## config.mk

```make
export PLATFORM = sky130hd
export DESIGN_NAME = ldst_sequencer
export DESIGN_NICKNAME = d
export VERILOG_FILES = /design/src/rtl/ldst_sequencer.sv
export SDC_FILE = /design/constraint.sdc
export NUM_CORES = 1
export LEC_CHECK = 0
export ABC_AREA = 1
export BUFFER_PORTS_ARGS = -buffer_cell sky130_fd_sc_hd__clkbuf_2
export CAP_MARGIN = 20
export CORE_ASPECT_RATIO = 0.5
export CORE_UTILIZATION = 57
export CTS_CLUSTER_SIZE = 12
export DETAILED_ROUTE_END_ITERATION = 7
export GPL_ROUTABILITY_DRIVEN = 0
export PLACE_DENSITY = 0.87
export SLEW_MARGIN = 15
export SYNTH_ARGS = -nofsm -noshare
export SYNTH_HDL_FRONTEND = slang
export SYNTH_SLANG_ARGS = --single-unit
```

## constraint.sdc

```tcl
create_clock -name clk -period 5.5 [get_ports clk]
set_clock_uncertainty 0.05 [all_clocks]
set_input_delay 1.1 -clock clk [delete_from_list [all_inputs] [get_ports clk]]
set_output_delay 1.1 -clock clk [all_outputs]
set_load 0.01 [all_outputs]
```

## src/rtl/ldst_sequencer.sv

```systemverilog
// LD/SD sequencer: decode imm, form rs1+imm, run one data-memory request/response, write back LD data.
// Latency start->done: SD 3 cycles, LD 5 cycles; mem_ready stretches REQ, mem_rvalid stretches WAIT up to TIMEOUT_CYCLES.
// Backpressure: start is ignored while busy. LDST_MISALIGN_TRAP_EN makes addr[2:0]!=0 a fault with no request.
module ldst_sequencer #(
   parameter int XLEN           = 64,
   parameter int TIMEOUT_CYCLES = 16
) (
   input  logic            clk,
   input  logic            reset,
   input  logic            start,
   input  logic [31:0]     instruction,
   input  logic [XLEN-1:0] rs1_val,
   input  logic [XLEN-1:0] rs2_val,
   output logic            busy,
   output logic            done,
   output logic            fault,
   output logic            mem_req,
   output logic            mem_we,
   output logic [XLEN-1:0] mem_addr,
   output logic [XLEN-1:0] mem_wdata,
   input  logic            mem_ready,
   input  logic            mem_rvalid,
   input  logic [XLEN-1:0] mem_rdata,
   output logic            rd_we,
   output logic [4:0]      rd_addr,
   output logic [XLEN-1:0] rd_data
);
   localparam int CW = $clog2(TIMEOUT_CYCLES + 1);

   typedef enum logic [2:0] {S_IDLE, S_DECODE, S_REQ, S_WAIT, S_WB, S_DONE} state_t;

   state_t          state, state_nxt;
   logic [6:0]      op_q;
   logic [2:0]      f3_q;
   logic [4:0]      rd_q;
   logic [11:0]     immhi_q;
   logic [XLEN-1:0] addr_q, wdata_q, rdata_q;
   logic            is_sd_q, fault_q;
   logic [CW-1:0]   cnt_q;

   logic            is_ld, is_sd, bad_op, misalign, timeout;
   logic [11:0]     imm12;
   logic [XLEN-1:0] addr_sum;
   // register-index fields are unused: operands arrive already read as rs1_val/rs2_val
   logic            unused_rs_fields;

   assign unused_rs_fields = ^instruction[19:15];

   assign is_ld    = (op_q == 7'b0000011) && (f3_q == 3'b011);
   assign is_sd    = (op_q == 7'b0100011) && (f3_q == 3'b011);
   assign bad_op   = !(is_ld || is_sd);
   assign imm12    = is_sd ? {immhi_q[11:5], rd_q} : immhi_q;
   assign addr_sum = addr_q + {{(XLEN-12){imm12[11]}}, imm12};
   assign timeout  = (cnt_q == CW'(TIMEOUT_CYCLES - 1));
`ifdef LDST_MISALIGN_TRAP_EN
   assign misalign = (addr_sum[2:0] != 3'b000);
`else
   assign misalign = 1'b0;
`endif

   always_ff @(posedge clk) begin
      if (reset) state <= S_IDLE;
      else       state <= state_nxt;
   end

   always_comb begin
      state_nxt = state;
      case (state)
         S_IDLE:   if (start) state_nxt = S_DECODE;
         S_DECODE: state_nxt = (bad_op || misalign) ? S_DONE : S_REQ;
         S_REQ:    if (mem_ready) state_nxt = is_sd_q ? S_DONE : S_WAIT;
         S_WAIT: begin
            if (mem_rvalid)   state_nxt = S_WB;
            else if (timeout) state_nxt = S_DONE;
         end
         S_WB:     state_nxt = S_DONE;
         S_DONE:   state_nxt = S_IDLE;
         default:  state_nxt = S_IDLE;
      endcase
   end

   always_comb begin
      busy    = (state != S_IDLE);
      done    = (state == S_DONE);
      fault   = (state == S_DONE) && fault_q;
      mem_req = (state == S_REQ);
      mem_we  = (state == S_REQ) && is_sd_q;
      rd_we   = (state == S_WB) && (rd_q != 5'd0);
   end

   assign mem_addr  = addr_q;
   assign mem_wdata = wdata_q;
   assign rd_addr   = rd_q;
   assign rd_data   = rdata_q;

   // addr_q holds rs1 until DECODE, then the effective address
   always_ff @(posedge clk) begin
      if (reset) begin
         op_q    <= '0;
         f3_q    <= '0;
         rd_q    <= '0;
         immhi_q <= '0;
         addr_q  <= '0;
         wdata_q <= '0;
         rdata_q <= '0;
         is_sd_q <= 1'b0;
         fault_q <= 1'b0;
         cnt_q   <= '0;
      end else begin
         case (state)
            S_IDLE: if (start) begin
               op_q    <= instruction[6:0];
               f3_q    <= instruction[14:12];
               rd_q    <= instruction[11:7];
               immhi_q <= instruction[31:20];
               addr_q  <= rs1_val;
               wdata_q <= rs2_val;
               fault_q <= 1'b0;
            end
            S_DECODE: begin
               addr_q  <= addr_sum;
               is_sd_q <= is_sd;
               fault_q <= bad_op || misalign;
            end
            S_REQ: cnt_q <= '0;
            S_WAIT: begin
               cnt_q <= cnt_q + 1'b1;
               if (mem_rvalid)   rdata_q <= mem_rdata;
               else if (timeout) fault_q <= 1'b1;
            end
            default: ;
         endcase
      end
   end
endmodule

```

### After elaboration in Yosys (flattened, before gate mapping)

Cells that the tools add are included.

| storage, ports and cells | value |
|---|---|
| flip-flop bits (word level) | 229 |
| input port bits | 229 |
| output and inout port bits | 203 |

| cells by class | value |
|---|---|
| $add $sub $neg | 2 |
| equality and inequality tests | 14 |
| muxes and demuxes | 15 |
| reduce and logical (&&, ||, !) cells | 18 |

Operator list:

| operator | count |
|---|---|
| $pmux W64 S2 | 1 |
| $add A64 B64 Y64 | 1 |
| $mux W64 | 1 |
| $mux W3 | 6 |
| $pmux W3 S5 | 1 |
| $pmux W5 S2 | 1 |
| $eq A3 B2 Y1 const B | 3 |
| $eq A7 B2 Y1 const B | 1 |
| $eq A7 B6 Y1 const B | 1 |
| $eq A3 B3 Y1 const B | 2 |
| $ne A2 B2 Y1 const B | 3 |
| $reduce_and A2 Y1 | 3 |
| $reduce_bool A3 Y1 | 2 |
| $add A5 B1 Y5 const B | 1 |
| $eq A5 B4 Y1 const B | 1 |
| $logic_and A1 B1 Y1 | 5 |
| $mux W5 | 1 |
| $reduce_bool A5 Y1 | 1 |
| $reduce_and A4 Y1 | 1 |
| $reduce_bool A2 Y1 | 2 |
| $eq A3 B1 Y1 const B | 1 |
| $logic_not A3 Y1 | 1 |
| $mux W1 | 3 |
| $ne A3 B3 Y1 const B | 1 |
| other kinds (5) | 5 |

### Depth between registers and ports, before layout

Gate-level depths: netlist of the first run.

| depth | value |
|---|---|
| depth in word-level cells | 5 |
| gate-level depth with buffers | 24 |

### Worst setup path before layout of the first run

No wires, ideal clock.

| path | value |
|---|---|
| path kind | reg2reg |
| start point | register immhi_q[11] |
| end point | register addr_q[48] (netlist: mem_addr[48]) |
| library setup time | 134 ps |
| arrival | 2680 ps |
| path slack | 2636 ps |
| stages on the path, launching flop included | 14 |
| path buffers | 0 |
| cells stage by stage | dfxtp_1 -> ha_1 -> nand2_1 -> inv_1 -> nand2_1 -> nand2_1 -> a21oi_1 -> o21bai_1 -> nand2_1 -> nand3_1 -> nand2_1 -> nand3_1 -> nand2_1 -> a21oi_1 |

| on the way | value |
|---|---|
| word-level cells in the longest chain between the ends | 2 |

RTL lines:

| element | RTL line | text |
|---|---|---|
| from (decl) | 36 | `logic [11:0] immhi_q;` |
| from (signal assigned) | 115 | `immhi_q <= instruction[31:20];` |
| $add A64 B64 Y64 | 53 | `assign addr_sum = addr_q + {{(XLEN-12){imm12[11]}}, imm12};` |
| $pmux W64 S2 | 110 | `case (state)` |
| to (signal assigned) | 116 | `addr_q <= rs1_val;` |
| to (signal assigned) | 121 | `addr_q <= addr_sum;` |
| to (decl) | 37 | `logic [XLEN-1:0] addr_q, wdata_q, rdata_q;` |

No other way between the ends.
A chain may end at the register's enable or synchronous reset.

### Worst setup path after layout of the first run

| path | value |
|---|---|
| start point | register f3_q[1] |
| end point | register addr_q[62] (netlist: mem_addr[62]) |

| on the way | value |
|---|---|
| word-level cells in the longest chain between the ends | 5 |

RTL lines:

| element | RTL line | text |
|---|---|---|
| from (decl) | 34 | `logic [2:0] f3_q;` |
| from (signal assigned) | 113 | `f3_q <= instruction[14:12];` |
| $eq A3 B2 Y1 | 50 | `assign is_sd = (op_q == 7'b0100011) && (f3_q == 3'b011);` |
| $logic_and A1 B1 Y1 | 50 |  |
| $mux W5 | 52 | `assign imm12 = is_sd ? {immhi_q[11:5], rd_q} : immhi_q;` |
| $add A64 B64 Y64 | 53 |  |
| $pmux W64 S2 | 110 |  |

No other way between the ends.

==> key figures, run 1 <==
Outcome
  • Status: finished clean

Synth
  • Cells after Synth: approximately 2400
  • Post-synth ARST share: 0%
  • Most common flop cell mapped by yosys: dfxtp_1
  • #FFs+latches synth: between 200 and 250
  • Avg Cell Area, Syn: roughly 6.0 sq um
  • Post-synth EDFFs: 0
  • Mapped Area: ~15000 sq um
  • Syn_nets: 2722
  • YS warnings: 0
  • Distinct cells, synth: 34
  • Part of the Yosys area used for sequential elements: roughly a third

Timing
  • Final worst-path cycle share: a little over two thirds
  • Count of final setup violators: 0
  • Max-slew violations: 0
  • Fin. Hold Viols: 0
  • Fmax: 260.8 MHz
  • RSZ-0062 raised after global routing: false
  • Slew @ Worst Pin: roughly 1.0 ns
  • Tmin final: between 3 and 4 ns
  • Slew headroom: ~33%
  • TNS Setup: 0 ns
  • Final worst slack: 1.666 ns

Power
  • Seq pwr share: between 30 and 40%
  • Clock power frac: 26.9%
  • Internal power: approximately 3.3 mW
  • Leakage Power: a little under 10 nW
  • VDD IR max: 0.2734 mV
  • Final Power: about 5.3 mW
  • Gate power share: between 30% and 40%
  • Sw frac: 37.89%
  • Sw Pwr: just over 2 mW
  • PwrDens: 305.9 nW/um^2

Global routing
  • Global-route wire length before repair: 74790 um
  • GR Util All Layers: a little over a third
  • Initial antenna violation count: 2
  • Vias in the first global route: 14960
  • Largest net degree at the start of global routing: ~120
  • Total gr overflow: 0

Layout
  • Share of cells above drive strength 1: 17.30%
  • Multi-input logic area: a little over 8000 sq um
  • Final Cell Area: about 17000 sq um
  • Most frequent cells in the layout: 706 x nand2_1, 426 x clkbuf_2, 418 x nor2_1, 354 x inv_1, 228 x dfxtp_1
  • Fillers: around 2200
  • Commonest non-fill, non-tap cell in the layout: nand2_1
  • Storage cell area: roughly 4600 sq um
  • Syn-to-layout area delta: 20.24%
  • Nets@finish: slightly above 3000
  • Final Util: between 70% and 80%

Floorplanning
  • Die height: 114.8 um
  • Starting Density: 59.27%
  • Ports: between 400 and 500
  • Core box area: approximately 24000 sq um
  • Die Footprint: 26130 sq um
  • Row cnt: 40
  • Die W: between 200 and 250 um

Clocking
  • Root buffer cell: clkbuf_16
  • Hold buffers post-CTS: 0
  • CTS tree: yes
  • CTS max path bufs: 3
  • Clock edge transition at the registers on the reported setup and hold paths: about 0.060 ns
  • Clock latency on the worst-skew pair: between 0.5 and 0.6 ns
  • Sink Count: ~230
  • Post-CTS sizing: 0
  • H-tree Lvls: 1
  • Post-CTS Setup Inserts: 0
  • CTS buffer count: 23

Critical path
  • Setup crit end kind: register
  • Setup CP Type: register to register
  • CP max stage delay: 0.53 ns
  • Most used cell, CP: nand2_1
  • Startpoint Class: register
  • Maximum fanout along the worst path: 11
  • Slowest CP cell: nor2_1
  • WP data arrival: about 4.2 ns
  • CP cell instances: nand4_1 > nor3_1 > nand4_1 > nor2_1 > nand2_1 > o21ai_0 > ha_1 > inv_1 > fa_1 > inv_1 > nand2_1 > nand3_1 > nand2_1 > nand2_1 > nand2_1 > nand2_1 > nand2_1 > nand3_1 > nand3_1 > nand2_1 > a21oi_1
  • CP required: a little under 6 ns

Routing
  • Highest Signal Layer: met5
  • Vias per cell: about 5.3
  • Met1 WL: between 15000 and 20000 um
  • Post-DR wirelength/cell: ~15 um
  • Post-route DRC: 0
  • Routed via count: roughly 17000
  • Drt first pass iters: 6
  • Met3 WL post-DR: 5052 um
  • Final WL: ~48000 um
  • DR WL met2: about 22000 um
  • Routed Antenna Nets: 0
  • Number of DRC markers in iteration 0: about 1600

Placed design
  • HPWL Detailed: roughly 36000 um
  • Setup WS pre-CTS: approximately 1.8 ns
  • Port Buffers: ~430
  • Placed Instance Area: around 17000 sq um

Worst hold path
  • Hold Path Class: register to register

Job
  • Total of max-cap violations: 0
-- critical path, delay by kind of cell, from the launching register on --
kind | cells | cell delay (ns)
adders and majority gates | 2 | 0.65
buffers and inverters | 2 | 0.19
and+or+nand+nor | 15 | 2.30
DFF | 1 | 0.35
AOI/OAI and AO/OA | 2 | 0.17
-- power by group through the flow --
stage	Combinational (mW)	Sequential [mW]	Clock, mW
floorplan	1.20	2.08	0
global placement	1.84	2.02	0
detailed placement	1.87	2.02	0
CTS	1.88	1.99	1.45
global route	2.13	2.01	1.53
finish	1.90	2.00	1.43
-- area by class of cell --
cell class	instances	share of cell area, %
clock buffer	29	3.544
sequential	229	26.29
multi-input combinational	1751	47.13
inverter	362	7.813
timing repair buffer	436	12.66
antenna	1	0.01435
clock inverter	2	0.1435
tap	336	2.410
-- registers in the layout, summed over array words and instances, names as in the netlist --
signal     flops
cnt_q          5
f3_q           3
fault_q        1
immhi_q       12
is_sd_q        1
mem_addr      64
mem_wdata     64
op_q           7
rd_addr        5
rd_data       64
state          3
-- path summary, 6_finish.rpt --
check | slack [ns] | cells after the start | endpoint | startpoint
worst min-delay path | 0.41 | 2 | op_q[5] | op_q[5]
worst max-delay path | 1.67 | 21 | mem_addr[62] | f3_q[1]
worst max register to register | 1.67 | 21 | mem_addr[62] | f3_q[1]
worst min register to register | 0.41 | 2 | op_q[5] | op_q[5]
-- per-stage QoR --
step | cells | hold WS [ns]
4_1_cts | 3145 | 0.4038
2_1_floorplan | 2427 | 0.3746
3_5_place_dp | 3114 | 0.3944
3_3_place_gp | 3114 | 0.3847
5_1_grt | 3146 | 0.4272
6_report | 3146 | 0.4058
-- synthesized netlist by cell type (6+ instances only) --
master / number / share of area (%)
a21oi_1: 142 / 4.9
buf_2: 27 / 0.93
clkbuf_1: 56 / 1.4
dfxtp_1: 229 / 32
ha_1: 65 / 5.6
inv_1: 356 / 9.2
inv_2: 6 / 0.16
nand2_1: 706 / 18
nand3_1: 94 / 3.2
nand4_1: 12 / 0.52
nor2_1: 419 / 11
nor3_1: 18 / 0.62
o21a_1: 33 / 1.7
o21ai_0: 177 / 6.1
o21bai_1: 23 / 1.2
xor2_1: 24 / 1.4
-- kinds of logic after synthesis --
family	Yosys count	synth area share, %
xor+xnor	29	1.751
fa+ha+maj	66	5.745
compound gates	391	14.66
buf+inv	447	11.85
simple gates	1265	34.38
flops	229	31.61
-- per-layer routing --
metal	track usage, %	vias to the layer above
li1	-	8304
met1	44.24	7343
met2	59.72	760
met3	10.35	165
met4	16.55	2
met5	0	-
Power figures use the tool's default switching activity.
==> run 2, diff against run 1 <==
CORE_UTILIZATION = 48   (was 57)
PLACE_DENSITY = 0.78   (was 0.87)
clock period = 3.1 ns   (was 5.5 ns; I/O delays follow)
==> key figures, run 2 (synthesized netlist as in run 1, its figures left out) <==
Outcome
  • Status: finished clean

Clocking
  • Clock edge transition at the registers on the reported setup and hold paths: 0.06 ns (about the same)
  • CTS buffer count: 24 (+4.3%)
  • Sink Count: 229 (unchanged)
  • Hold buffers post-CTS: 0 (unchanged)
  • CTS max path bufs: 3 (unchanged)
  • Root buffer cell: clkbuf_16
  • Clock latency on the worst-skew pair: 0.56 ns (about the same)
  • CTS tree: yes
  • H-tree Lvls: 1 (unchanged)

Floorplanning
  • Die Footprint: 30960 sq um (+18%)
  • Die W: 247.8 um (+8.9%)
  • Starting Density: 49.43% (-9.8 points)
  • Row cnt: 44 (+10%)
  • Ports: 432 (unchanged)
  • Die height: 124.9 um (+8.8%)
  • Core box area: 29340 sq um (+20%)

Timing
  • Final worst-path cycle share: 97.67% (+28 points)
  • Fin. Hold Viols: 0 (unchanged)
  • Tmin final: 3.028 ns (-0.8061 ns)
  • TNS Setup: 0 ns (unchanged)
  • Count of final setup violators: 0 (unchanged)
  • RSZ-0062 raised after global routing: true
  • Final worst slack: 0.07218 ns (-1.594 ns)
  • Fmax: 330.3 MHz (+27%)
  • Max-slew violations: 0 (unchanged)
  • Slew @ Worst Pin: 0.8488 ns (-0.1568 ns)
  • Slew headroom: 43.41% (+10 points)
  • Fin Hold WS: 0.2389 ns (-0.1669 ns)

Global routing
  • GR Util All Layers: 31.48% (-4.8 points)
  • Initial antenna violation count: 5 (+3)
  • Largest net degree at the start of global routing: 77 (-37%)
  • Total gr overflow: 0 (unchanged)
  • Global-route wire length before repair: 78230 um (+4.6%)
  • Vias in the first global route: 15390 (+2.9%)

Placed design
  • HPWL Detailed: 38000 um (+4.3%)
  • Setup WS pre-CTS: -0.08803 ns (-1.856 ns)
  • Port Buffers: 426 (unchanged)

Routing
  • Drt first pass iters: 6 (unchanged)
  • Routed Antenna Nets: 0 (unchanged)
  • Final WL: 50290 um (+4.0%)
  • Post-route DRC: 0 (unchanged)
  • Routed via count: 16630 (+0.35%)
  • Vias per cell: 5.110 (-3.0%)
  • Number of DRC markers in iteration 0: 1405 (-13%)
  • Post-DR wirelength/cell: 15.45 um (+0.53%)

Critical path
  • Setup CP Type: register to register
  • Setup crit end kind: register
  • CP required: 3.46 ns (-2.39 ns)
  • Startpoint Class: register
  • Maximum fanout along the worst path: 5 (-6)
  • Worst reg2reg setup slack: 0.07 ns (-1.59 ns)
  • WP data arrival: 3.39 ns (-0.79 ns)

Layout
  • Commonest non-fill, non-tap cell in the layout: nand2_1
  • Nets@finish: 3147 (+1.6%)
  • Share of cells above drive strength 1: 23.43% (+6.1 points)
  • Most frequent cells in the layout: 635 x nand2_1, 426 x clkbuf_2, 416 x nor2_1, 351 x inv_1, 224 x dfxtp_1
  • Syn-to-layout area delta: 28.53%

Power
  • Seq pwr share: 35.1% (-2.3 points)
  • Sw Pwr: 3.815 mW (+89%)
  • VDD IR max: 0.4646 mV (+70%)
  • Sw frac: 37.78% (-0.11 points)
  • Leakage Power: 10.35 nW (+6.4%)
  • Internal power: 6.283 mW (+90%)
  • Clock power frac: 28.4% (+1.5 points)
  • PwrDens: 541.6 nW/um^2 (+77%)
  • Final Power: 10.10 mW (+89%)
  • Gate power share: 36.5% (+0.8 points)

Worst hold path
  • Hold Path Class: input port to register

Job
  • Total of max-cap violations: 0 (unchanged)
[run 2: cell types whose count changed in the layout (fill, tap and decap cells not counted), sizes merged]
cell and delta:
bufinv +2, clkinvlp +1, clkinv +1, diode +3, buf +48, inv -1
[run 2: repair_timing]
item	4_1_cts	5_1_grt
gates cloned	0	0
buffers inserted	1	8
resized for setup	6	172
setup endpoints to repair	15	53
pin swaps	3	57
[run 2: power by group through the flow]
stage | Combinational [mW] | Sequential, mW | Clock [mW]
6_report | 3.68 | 3.54 | 2.87
4_1_cts | 3.47 | 3.54 | 2.91
5_1_grt | 4.10 | 3.58 | 3.06
2_1_floorplan | 2.13 | 3.70 | 0
3_3_place_gp | 3.40 | 3.59 | 0
3_5_place_dp | 3.44 | 3.60 | 0
[run 2: critical path: stages, from the launching register on]
cell and delay, ns:
dfxtp_2 0.32, nand4_1 0.12, nor3_2 0.19, nand4_1 0.14, nor2_1 0.12, buf_4 0.15, nand2_2 0.05, o21ai_2 0.06
ha_2 0.20, inv_2 0.04, fa_2 0.41, nor2_4 0.12, or2_4 0.14, nand3_1 0.08, nand3_1 0.10, buf_6 0.15
nand3_1 0.09, nand3_1 0.09, nand3_1 0.11, nand2_1 0.09, a21oi_1 0.05
[run 2: final cells by class]
| class | instances | area (sq um) |
|---|---|---|
| antenna | 4 | 10.01 |
| clock buffer | 29 | 639.4 |
| clock inverter | 5 | 102.6 |
| fill | 2746 | 10700 |
| inverter | 362 | 1365 |
| multi-input combinational | 1751 | 8811 |
| sequential | 229 | 4591 |
| tap | 391 | 489.2 |
| timing repair buffer | 484 | 2635 |
[run 2: metal layers]
metal | up-vias | routed length [um] | GRT usage, %
met4 | 2 | 2408 | 13.57
met3 | 165 | 4207 | 7.671
met5 | - | 14 | 0
li1 | 8391 | - | -
met1 | 7447 | 20440 | 38.00
met2 | 627 | 23210 | 53.02
[run 2: worst paths after layout]
kind              cells past startpoint         from            end
hold / removal                        3  rs2_val[57]  mem_wdata[57]
setup reg to reg                     20      f3_q[0]   mem_addr[36]
setup / recovery                     20      f3_q[0]   mem_addr[36]
hold reg to reg                       2      op_q[4]        op_q[4]
[run 2: per-stage QoR]
step | util, % | instances | instance area, sq um
5_1_grt | 63.53 | 3254 | 18640
3_5_place_dp | 58.60 | 3208 | 17190
2_1_floorplan | - | 2427 | 14510
4_1_cts | 61.24 | 3243 | 17970
6_report | 63.53 | 3255 | 18640
3_3_place_gp | 58.60 | 3208 | 17190
==> run 3, diff against run 2 <==
==> constraint.sdc (replaced) <==
create_clock -name clk -period 3.1 [get_ports clk]
set_clock_uncertainty 0.05 [all_clocks]
set_input_delay 0.31 -clock clk [delete_from_list [all_inputs] [get_ports clk]]
set_output_delay 0.31 -clock clk [all_outputs]
set_load 0.01 [all_outputs]
==> key figures, run 3 (synthesized netlist as in run 1, its figures left out) <==
Clocking
  • Clock latency on the worst-skew pair: 0.55 ns (about the same)
  • CTS max path bufs: 3 (unchanged)
  • CTS buffer count: 23 (-4.2%)
  • Clock edge transition at the registers on the reported setup and hold paths: 0.06 ns (about the same)
  • Root buffer cell: clkbuf_16
  • Sink Count: 229 (unchanged)
  • CTS tree: yes
  • H-tree Lvls: 1 (unchanged)

Timing
  • Max-slew violations: 0 (unchanged)
  • Final worst-path cycle share: 102.2% (+4.5 points)
  • Fin. Hold Viols: 0 (unchanged)
  • Slew @ Worst Pin: 0.9533 ns (+0.1045 ns)
  • Fmax: 315.6 MHz (-4.4%)
  • RSZ-0062 raised after global routing: true
  • TNS Setup: -0.1170 ns (-0.1170 ns)
  • Final worst slack: -0.06865 ns (-0.1408 ns)
  • Slew headroom: 36.45% (-7.0 points)
  • Count of final setup violators: 7 (+7)
  • Tmin final: 3.169 ns (+0.1408 ns)

Placed design
  • HPWL Detailed: 37810 um (-0.48%)
  • Port Buffers: 426 (unchanged)
  • Placed Instances: 3206 (-0.062%)

Critical path
  • CP max stage delay: 0.32 ns (-0.09 ns)
  • Setup crit end kind: register
  • Maximum fanout along the worst path: 7 (+2)
  • CP required: 3.44 ns (-0.02 ns)
  • WP data arrival: 3.51 ns (+0.12 ns)
  • Worst reg2reg setup slack: -0.07 ns (-0.14 ns)
  • Setup CP Type: register to register
  • Startpoint Class: register
  • Slowest CP cell: dfxtp_2
  • Most used cell, CP: nand2_2

Routing
  • Routed Antenna Nets: 0 (unchanged)
  • Routed via count: 18050 (+8.5%)
  • Vias per cell: 5.277 (+3.3%)
  • Post-DR wirelength/cell: 16.14 um (+4.4%)
  • Final WL: 55190 um (+9.7%)
  • Post-route DRC: 0 (unchanged)
  • Number of DRC markers in iteration 0: 1661 (+18%)
  • Drt first pass iters: 8 (+2)

Layout
  • Nets@finish: 3312 (+5.2%)
  • Final Non-Filler Cells: 3420 (+5.1%)
  • Share of cells above drive strength 1: 22.60% (-0.83 points)
  • Syn-to-layout area delta: 39.38%
  • Commonest non-fill, non-tap cell in the layout: nand2_1
  • Fillers: 2512 (-8.5%)
  • Most frequent cells in the layout: 632 x nand2_1, 426 x clkbuf_2, 415 x nor2_1, 349 x inv_1, 224 x dfxtp_1

Floorplanning
  • Starting Density: 49.43% (unchanged)
  • Row cnt: 44 (unchanged)
  • Die height: 124.9 um (unchanged)
  • Die W: 247.8 um (unchanged)
  • Ports: 432 (unchanged)
  • Die Footprint: 30960 sq um (unchanged)
  • Core box area: 29340 sq um (unchanged)

Global routing
  • Initial antenna violation count: 6 (+1)
  • Vias in the first global route: 16960 (+10%)
  • Global-route wire length before repair: 84350 um (+7.8%)
  • Largest net degree at the start of global routing: 89 (+16%)
  • Total gr overflow: 0 (unchanged)
  • GR Util All Layers: 33.79% (+2.3 points)

Power
  • PwrDens: 502.8 nW/um^2 (-7.2%)
  • Leakage Power: 10.98 nW (+6.1%)
  • VDD IR max: 0.5074 mV (+9.2%)

Outcome
  • Status: finished with violations
  • Failing checks: negative setup slack

Job
  • Total of max-cap violations: 0 (unchanged)

Worst hold path
  • Hold Path Class: input port to register
==> run 3: through the flow <==
| step | hold slack, ns | util [%] | setup slack, ns | power [mW] | area [sq um] |
|---|---|---|---|---|---|
| floorplan | 0.3746 | - | 0.2358 | 5.826 | 14510 |
| global placement | 0.3912 | 58.55 | -0.01841 | 6.981 | 17180 |
| detailed placement | 0.3992 | 58.55 | -0.08900 | 7.037 | 17180 |
| CTS | 0.005501 | 66.37 | 0.001912 | 9.884 | 19470 |
| global route | 0.01539 | 68.89 | -0.2263 | 10.73 | 20210 |
| finish | 0.009151 | 68.90 | -0.06865 | 10.17 | 20220 |
==> run 3: worst max-delay path: cells and delay by family (launching register included) <==
kind	cells	cell delay [ns]
AO/OA/AOI/OAI	2	0.14
flip-flops	1	0.32
adder cells (fa/ha/maj)	1	0.26
AND/OR/NAND/NOR	17	1.68
buffers and inverters	5	0.59
==> run 3: layout make-up <==
cell class	count	area, sq um	area share [%]
Antenna cell	7	17.52	0.08664
Clock buffer	28	614.3	3.039
Timing Repair Buffer	650	4264	21.09
Multi-Input combinational cell	1751	8828	43.67
Clock inverter	2	50.05	0.2476
Tap cell	391	489.2	2.420
Inverter	362	1363	6.740
Sequential cell	229	4591	22.71
==> run 3: path summary, 6_finish.rpt <==
check | start | depth (start not counted) | endpoint
worst min register to register | op_q[3] | 2 | op_q[3]
worst min-delay path | instruction[23] | 3 | immhi_q[3]
worst max register to register | f3_q[0] | 25 | mem_addr[50]
worst max-delay path | f3_q[0] | 25 | mem_addr[50]
==> run 3: per-layer routing <==
| metal | wire (um) | track usage, % | part of all wire [%] |
|---|---|---|---|
| met1 | 21230 | 39.24 | 38 |
| met2 | 25390 | 55.27 | 46 |
| met5 | 0 | 0 | 0 |
| met4 | 3735 | 21.33 | 6.8 |
| met3 | 4830 | 8.920 | 8.8 |
==> run 3: what timing repair did <==
item                                    in CTS  in global routing
pin swaps                                    2                 68
hold buffers                               150                  0
buffers inserted                            14                 13
endpoints found under the setup margin      30                 54
gates resized for setup                      7                176
hold endpoints to repair                   150                  0
==> run 3: report_power, final <==
part	switching (mW)	internal, mW	total, mW
Clock	1.22	1.47	2.69
Combinational	2.40	1.52	3.92
Sequential	0.267	3.29	3.56
Total	3.89	6.28	10.2
